[config.mk]
export PLATFORM = sky130hd
export DESIGN_NAME = fp_align_shift_round_pipe
export DESIGN_NICKNAME = d
export VERILOG_FILES = /design/src/rtl/fp_align_shift_round_pipe.sv
export SDC_FILE = /design/constraint.sdc
export NUM_CORES = 1
export LEC_CHECK = 0
export CORE_UTILIZATION = 55
export CTS_CLUSTER_SIZE = 16
export DETAILED_ROUTE_END_ITERATION = 8
export DONT_BUFFER_PORTS = 1
export PLACE_DENSITY = 0.7
export SYNTH_ARGS = -nofsm -noshare
export SYNTH_HDL_FRONTEND = slang
export SYNTH_SLANG_ARGS = --single-unit
[constraint.sdc]
create_clock -name clk -period 5.8 [get_ports clk]
set_clock_uncertainty 0.15 [all_clocks]
set_input_delay 1.16 -clock clk [delete_from_list [all_inputs] [get_ports clk]]
set_output_delay 1.16 -clock clk [all_outputs]
set_load 0.005 [all_outputs]
[src/rtl/fp_align_shift_round_pipe.sv]
// Two-stage pipelined arithmetic right shifter with floor / half-up / half-even rounding.
// Define FP_ALIGN_STICKY_EN to expose sticky_o (OR of all bits shifted out).
module fp_align_shift_round_pipe #(
    parameter int M_W  = 16,
    parameter int SH_W = 9
) (
    input  logic            clk,
    input  logic            rst_n,
    input  logic            in_valid,
    output logic            in_ready,
    input  logic [M_W-1:0]  m_i,
    input  logic [SH_W-1:0] shift_i,
    input  logic [1:0]      rnd_mode_i,
    output logic            out_valid,
    input  logic            out_ready,
    output logic [M_W-1:0]  m_o
`ifdef FP_ALIGN_STICKY_EN
    ,
    output logic            sticky_o
`endif
);

    localparam logic [SH_W-1:0] FLUSH_SH = SH_W'(M_W);

    // Bit masks selecting the discarded bits and the guard position for this shift.
    logic [M_W-1:0] below_shift;
    logic [M_W-1:0] guard_pos;

    genvar gi;
    generate
        for (gi = 0; gi < M_W; gi++) begin : g_masks
            assign below_shift[gi] = (SH_W'(gi) < shift_i);
            assign guard_pos[gi]   = (SH_W'(gi + 1) == shift_i);
        end
    endgenerate

    logic signed [M_W-1:0] m_signed;
    logic [M_W-1:0]        align_t;
    logic                  align_g;
    logic                  align_s;

    assign m_signed = m_i;

    always_comb begin
        align_t = m_signed >>> shift_i;
        align_g = |(m_i & guard_pos);
        align_s = |(m_i & below_shift & ~guard_pos);
        // Shifting everything out flushes to zero regardless of sign.
        if (shift_i >= FLUSH_SH) begin
            align_t = '0;
            align_g = 1'b0;
            align_s = |m_i;
        end
    end

    logic            s1_valid_reg;
    logic [M_W-1:0]  s1_t_reg;
    logic            s1_g_reg;
    logic            s1_s_reg;
    logic [1:0]      s1_mode_reg;
    logic            s2_valid_reg;
    logic [M_W-1:0]  s2_m_reg;

    logic s1_adv;
    logic s2_adv;

    assign s2_adv   = !s2_valid_reg || out_ready;
    assign s1_adv   = !s1_valid_reg || s2_adv;
    assign in_ready = s1_adv;

    always_ff @(posedge clk or negedge rst_n) begin
        if (!rst_n) begin
            s1_valid_reg <= 1'b0;
            s1_t_reg     <= '0;
            s1_g_reg     <= 1'b0;
            s1_s_reg     <= 1'b0;
            s1_mode_reg  <= 2'd0;
        end else if (s1_adv) begin
            s1_valid_reg <= in_valid;
            if (in_valid) begin
                s1_t_reg    <= align_t;
                s1_g_reg    <= align_g;
                s1_s_reg    <= align_s;
                s1_mode_reg <= rnd_mode_i;
            end
        end
    end

    logic           round_inc;
    logic [M_W-1:0] round_m;

    always_comb begin
        round_inc = 1'b0;
        case (s1_mode_reg)
            2'd1:    round_inc = s1_g_reg;
            2'd2:    round_inc = s1_g_reg & (s1_s_reg | s1_t_reg[0]);
            default: round_inc = 1'b0;
        endcase
        // Cannot overflow: a set guard bit implies shift >= 1, leaving headroom in t.
        round_m = s1_t_reg + {{(M_W-1){1'b0}}, round_inc};
    end

    always_ff @(posedge clk or negedge rst_n) begin
        if (!rst_n) begin
            s2_valid_reg <= 1'b0;
            s2_m_reg     <= '0;
        end else if (s2_adv) begin
            s2_valid_reg <= s1_valid_reg;
            if (s1_valid_reg) begin
                s2_m_reg <= round_m;
            end
        end
    end

    assign out_valid = s2_valid_reg;
    assign m_o       = s2_m_reg;

`ifdef FP_ALIGN_STICKY_EN
    logic s2_sticky_reg;

    always_ff @(posedge clk or negedge rst_n) begin
        if (!rst_n) begin
            s2_sticky_reg <= 1'b0;
        end else if (s2_adv && s1_valid_reg) begin
            s2_sticky_reg <= s1_g_reg | s1_s_reg;
        end
    end

    assign sticky_o = s2_sticky_reg;
`endif

endmodule
==> results of run 1 <==
-- routing by layer --
| metal | part of all wire [%] | wire length, um |
|---|---|---|
| met1 | 42 | 3170 |
| met2 | 49 | 3720 |
| met3 | 6.6 | 502 |
| met4 | 2.6 | 201 |
| met5 | 0 | 0 |
-- worst register-to-register path, delay by kind of cell, from the launching register on --
kind	cells	cell delay (ps)
buf+inv	1	50
simple gates	4	1020
flops	1	380
fa+ha+maj	2	510
xor+xnor	1	160
compound gates	1	90
-- kinds of logic (layout without fill, tap and decap cells) --
kind of cell	after synthesis	count (layout)	synth area share, %
buffers and inverters	32	14	4.75
adder cells (fa/ha/maj)	4	4	1.70
XOR/XNOR	14	14	4.16
AO/OA/AOI/OAI	87	87	19.1
multiplexers	40	40	18.0
flip-flops	38	38	32.3
AND/OR/NAND/NOR	118	118	20.0
-- synth_stat cells (all sizes together), types with 2 or more instances --
cell	instances	area, um^2
o22a	3	26.3
a31oi	6	37.5
dfrtp	38	951
nand2	41	156
xor2	7	61.3
a21oi	11	55.1
mux2	5	56.3
a32oi	2	17.5
mux2i	25	250
or2	2	12.5
o31ai	4	30.0
nor4	6	52.6
inv	5	18.8
o22ai	3	18.8
clkbuf	15	56.3
a21boi	2	15.0
nor2b	3	18.8
o211ai	2	15.0
nor3	15	75.1
xnor2	7	61.3
a211oi	3	22.5
o21ai	34	170
nor2	18	67.6
and3	4	25.0
a221o	4	40.0
ha	4	50.1
mux4	10	225
nand2b	7	43.8
buf	11	61.3
nand4	5	31.3
a22o	4	35.0
o21a	2	15.0
or4	2	18.8
nand3	11	55.1
-- per-stage QoR --
| stage | hold slack, ps | std cells | total power, mW |
|---|---|---|---|
| after floorplan | 307 | 333 | 0.373 |
| after global placement | 316 | 377 | 0.373 |
| after detailed placement | 346 | 377 | 0.375 |
| after CTS | 360 | 385 | 0.650 |
| after global routing | 387 | 385 | 0.670 |
| final | 351 | 385 | 0.643 |
-- report_power, final --
group          internal (mW)  total, mW  leakage, nW  switching, mW
sequential             0.273      0.280        0.512        0.00722
combinational         0.0444     0.0894        0.608         0.0451
clock                  0.183      0.273       0.0714         0.0898
-- cell type report --
cell class | instances | area [um^2]
clock buffers | 6 | 82.6
well taps | 70 | 87.6
clock inverters | 2 | 60.1
multi-input cells | 263 | 1860
inverters | 6 | 22.5
fillers | 512 | 2080
flip-flops and latches | 38 | 951
-- worst paths after layout --
path                       cells past startpoint           to            from  slack (ps)
max in group asynchronous                      0  s1_t_reg[9]           rst_n        5010
min in group asynchronous                      0     s1_s_reg           rst_n         410
min reg2reg                                    2      m_o[10]         m_o[10]         350
max                                            5  s1_t_reg[4]      shift_i[6]        2830
min                                            2      m_o[10]         m_o[10]         350
max reg2reg                                    9      m_o[15]  s1_mode_reg[0]        3300
==> flow_summary_export.csv, run 1 <==
group,metric,value,unit
critical_path,crit_type,"input pin to flip-flop",
synthesis,syn_nets,368,
timing,worst_slack,2830,ps
critical_path,start_kind,"input pin",
cts,insertion_delay,290,ps
final_layout,final_core_utilization,59.5,%
detailed_routing,routed_via_density,6.56,
synthesis,syn_avg_cell_area,8.85,um^2
detailed_routing,drc,0,
job,max_cap_viol_count,0,
placed_design,io_buffer_count,0,
critical_path,worstPathRequired,5860,ps
cts,cts_buffers,5,
global_route,met2_usage,48.7,%
critical_path,end_kind,"flip-flop",
synthesis,syn_inst,333,
synthesis,ys.flop_type,"dfrtp_1",
synthesis,async_reset_ff_share,100,%
final_layout,nets,349,
floorplanning,chipWidth,75.2,um
cts,postCtsHoldBufs,0,
global_route,grt_pass1_wl,12100,um
detailed_routing,routedWlPerCell,19.7,um
timing,rsz0062_at_grt,"no",
cts,cts_resized,0,
timing,setup_violations,0,
placed_design,hpwl,5480,um
cts,clock_sinks,38,
detailed_routing,firstDrtPassIters,4,
cts,cts.clk_slew.worst_paths,70,ps
power,p_per_area,210,nW/um^2
global_route,grtUsageMet3,5.76,%
timing,fin_crit,2970,ps
critical_path,crit_path_max_incr_delay,750,ps
synthesis,synth-seq-area-share,32.3,%
power,p_leak,1.19,nW
final_layout,antennaDiodeCount,0,
final_layout,design_area,3060,um^2
critical_path,crit_family,"simple AND/OR/NAND/NOR gates",
global_route,grt-ovfl-total,0,
critical_path,cp_max_fo,18,
floorplanning,initial_utilization,57.4,%
timing,hold_viol_final,0,
global_route,antenna_found_initial,0,
timing,drv_slew,0,
floorplanning,dieArea,5660,um^2
global_route,grt_pass1_vias,2435,
cts,tritoncts,"yes",
global_route,grt_usage,28.9,%
synthesis,ys_ff_latch,38,
detailed_routing,drtAntennaViolNets,0,
cts,cts.htree.levels,2,
timing,tightest_slew,848,ps
global_route,grt_busiest_layer,"met2",
min_path,hp-class,"flip-flop to flip-flop",
synthesis,synth_area,2950,um^2
synthesis,synth.distinct_cells,52,
global_route,grt_max_degree,39,
timing,fin_setup_tns,0,ps
floorplanning,std_cell_rows,26,
run_status,status,"finished clean",
final_layout,final_layout_size_suffix_gt1_share,9.21,%
cts,cts_root_buffer,"clkbuf_8",
placed_design,place_area,2920,um^2
power,irDropWorstVdd,0.156,mV
synthesis,synth_edf_count,0,
timing,fmax,337,MHz
placed_design,globalplace.congestion,1.08,
placed_design,dp_slack,2550,ps
cts,postCtsSetupRepairBufs,0,
floorplanning,die_h,75.2,um
synthesis,ys_warn_count,0,
final_layout,final_cell_mix,"40 x nand2_1, 38 x dfrtp_1, 34 x o21ai_0",
cts,clk_path_buf_depth,2,
detailed_routing,wl,7590,um
timing,slew_headroom,43.0,%
final_layout,final_common_cell,"nand2_1",
timing,period_share,51.2,%
critical_path,crit_chain,"nor4_4 -> nand2b_1 -> nor2_1 -> o221ai_1 -> o21ai_0",
floorplanning,io_pins,49,
final_layout,synthToLayoutAreaGrowth,3.82,%
critical_path,worst-path-buf-inv,0,
detailed_routing,drt_iter0_drc,169,
floorplanning,core,5140,um^2
critical_path,arrival,3030,ps
detailed_routing,vias,2526,
critical_path,slowest_stage,"nor4_4",
global_route,gr-usage-met1,36.5,%
No activity file was read; power rests on OpenSTA's default activity.
==> run 2: changes to the inputs <==
- clock period: 5.8 -> 2.79 ns (I/O delays scaled with it)
==> run 2 against run 1 <==
Wire length decreased by 4.2%. Worst setup slack worse by 2500 ps. First-iteration DRC count grew 4.1%. Largest power group unchanged.
==> flow_summary_export.csv, run 2 (synthesis results as in run 1) <==
group,metric,value,unit
run_status,status,"finished clean",
cts,tritoncts,"yes",
power,switching_share,24.0,%
min_path,hp-class,"input pin to flip-flop",
timing,fin_setup_tns,0,ps
final_layout,final_cell_mix,"40 x nand2_1, 38 x dfrtp_1, 34 x o21ai_0",
power,power_switching,0.301,mW
cts,clk_path_buf_depth,2,
final_layout,fillers,487,
critical_path,crit_path_max_incr_delay,420,ps
detailed_routing,drc,0,
global_route,grt_usage,28.1,%
final_layout,final_cell_count_no_fill,391,
floorplanning,die_h,75.2,um
critical_path,arrival,2520,ps
critical_path,slowest_stage,"nor3_1",
critical_path,crit_top_cell,"ha_1",
final_layout,final_common_cell,"nand2_1",
detailed_routing,routed_via_density,6.55,
final_layout,final_core_utilization,60.3,%
timing,hold_viol_final,0,
cts,postCtsHoldBufs,2,
timing,fin_crit,2480,ps
global_route,grt_pass1_wl,11900,um
placed_design,io_buffer_count,0,
critical_path,worstPathRequired,2840,ps
cts,cts_root_buffer,"clkbuf_8",
global_route,grt_pass1_vias,2399,
floorplanning,std_cell_rows,26,
critical_path,cp_max_fo,4,
critical_path,crit_type,"flip-flop to flip-flop",
power,power_frac_comb,16.0,%
timing,drv_slew,0,
power,internal_power,0.953,mW
detailed_routing,firstDrtPassIters,4,
timing,period_share,88.7,%
final_layout,nets,356,
critical_path,end_kind,"flip-flop",
power,p_leak,1.22,nW
job,max_cap_viol_count,0,
floorplanning,initial_utilization,57.4,%
critical_path,crit_chain,"inv_1 -> ha_1 -> o21a_1 -> nor2_1 -> nor3b_1 -> ha_1 -> nand4_1 -> nor3_1 -> nand3_1 -> xor2_1 -> o21ai_0",
floorplanning,dieArea,5660,um^2
placed_design,hpwl,5240,um
detailed_routing,vias,2563,
detailed_routing,routedWlPerCell,18.6,um
cts,cts.clk_slew.worst_paths,70,ps
timing,rsz0062_at_grt,"no",
cts,insertion_delay,280,ps
detailed_routing,wl,7270,um
power,clock_power_share,37.5,%
power,seqPwrFrac,46.4,%
cts,cts.htree.levels,2,
critical_path,start_kind,"flip-flop",
power,p_per_area,405,nW/um^2
cts,cts_buffers,5,
cts,cts_resized,0,
global_route,grt-ovfl-total,0,
floorplanning,chipWidth,75.2,um
global_route,antenna_found_initial,0,
placed_design,placedCellCount,382,
cts,postCtsSetupRepairBufs,0,
timing,setup_violations,0,
timing,hold_ws,230,ps
detailed_routing,drt_iter0_drc,176,
timing,tightest_slew,569,ps
power,irDropWorstVdd,0.220,mV
timing,fmax,404,MHz
detailed_routing,drtAntennaViolNets,0,
final_layout,final_layout_size_suffix_gt1_share,10.6,%
final_layout,synthToLayoutAreaGrowth,5.09,%
final_layout,antennaDiodeCount,0,
floorplanning,core,5140,um^2
timing,slew_headroom,62.0,%
cts,clock_sinks,38,
global_route,grt_max_degree,39,
floorplanning,io_pins,49,
placed_design,globalplace.congestion,0.928,
-- run 2: cell type report --
cell class	count	area [um^2]	share of cell area, %
Sequential cell	38	951	30.7
Tap cell	70	87.6	2.83
Clock buffer	6	82.6	2.67
Clock inverter	1	30.0	0.969
Multi-Input combinational cell	263	1860	59.9
Inverter	6	22.5	0.727
Timing Repair Buffer	7	67.6	2.18
-- run 2: worst paths after layout --
kind | from | end | slack [ps] | cells after the start
max in group asynchronous | rst_n | s1_t_reg[1] | 1730 | 2
worst min-delay path | in_valid | s1_valid_reg | 230 | 1
min in group asynchronous | rst_n | m_o[11] | 590 | 2
worst min register to register | s1_valid_reg | out_valid | 350 | 1
worst max-delay path | s1_mode_reg[0] | m_o[15] | 310 | 11
worst max register to register | s1_mode_reg[0] | m_o[15] | 310 | 11
-- run 2: power by group through the flow --
stage	clock network (mW)	logic, mW	registers, mW
global route	0.504	0.223	0.585
global placement	0	0.185	0.593
finish	0.471	0.201	0.583
CTS	0.482	0.201	0.583
detailed placement	0	0.185	0.594
floorplan	0	0.186	0.590
-- run 2: layer usage --
layer	GRT usage (%)	vias to the layer above	share of wire [%]
met5	0	-	0
met4	10.5	0	2.8
met3	4.69	21	7.3
met2	45.9	124	47
met1	37.5	1200	42
li1	-	1218	-
-- run 2: worst max-delay path, delay by kind of cell (launching register included) --
kind,cells,cell delay (ps)
and+or+nand+nor,5,1010
DFF,1,400
adders and majority gates,2,370
AOI/OAI and AO/OA,2,250
xor gates and xnor gates,1,160
buffers and inverters,1,70
-- run 2: stage by stage --
stage               total power [mW]  setup slack [ps]  instance area, um^2
floorplan                      0.776               555                 2950
global placement               0.777               367                 2960
detailed placement             0.779               328                 2960
CTS                             1.27               295                 3100
global route                    1.31              63.7                 3100
finish                          1.25               314                 3100
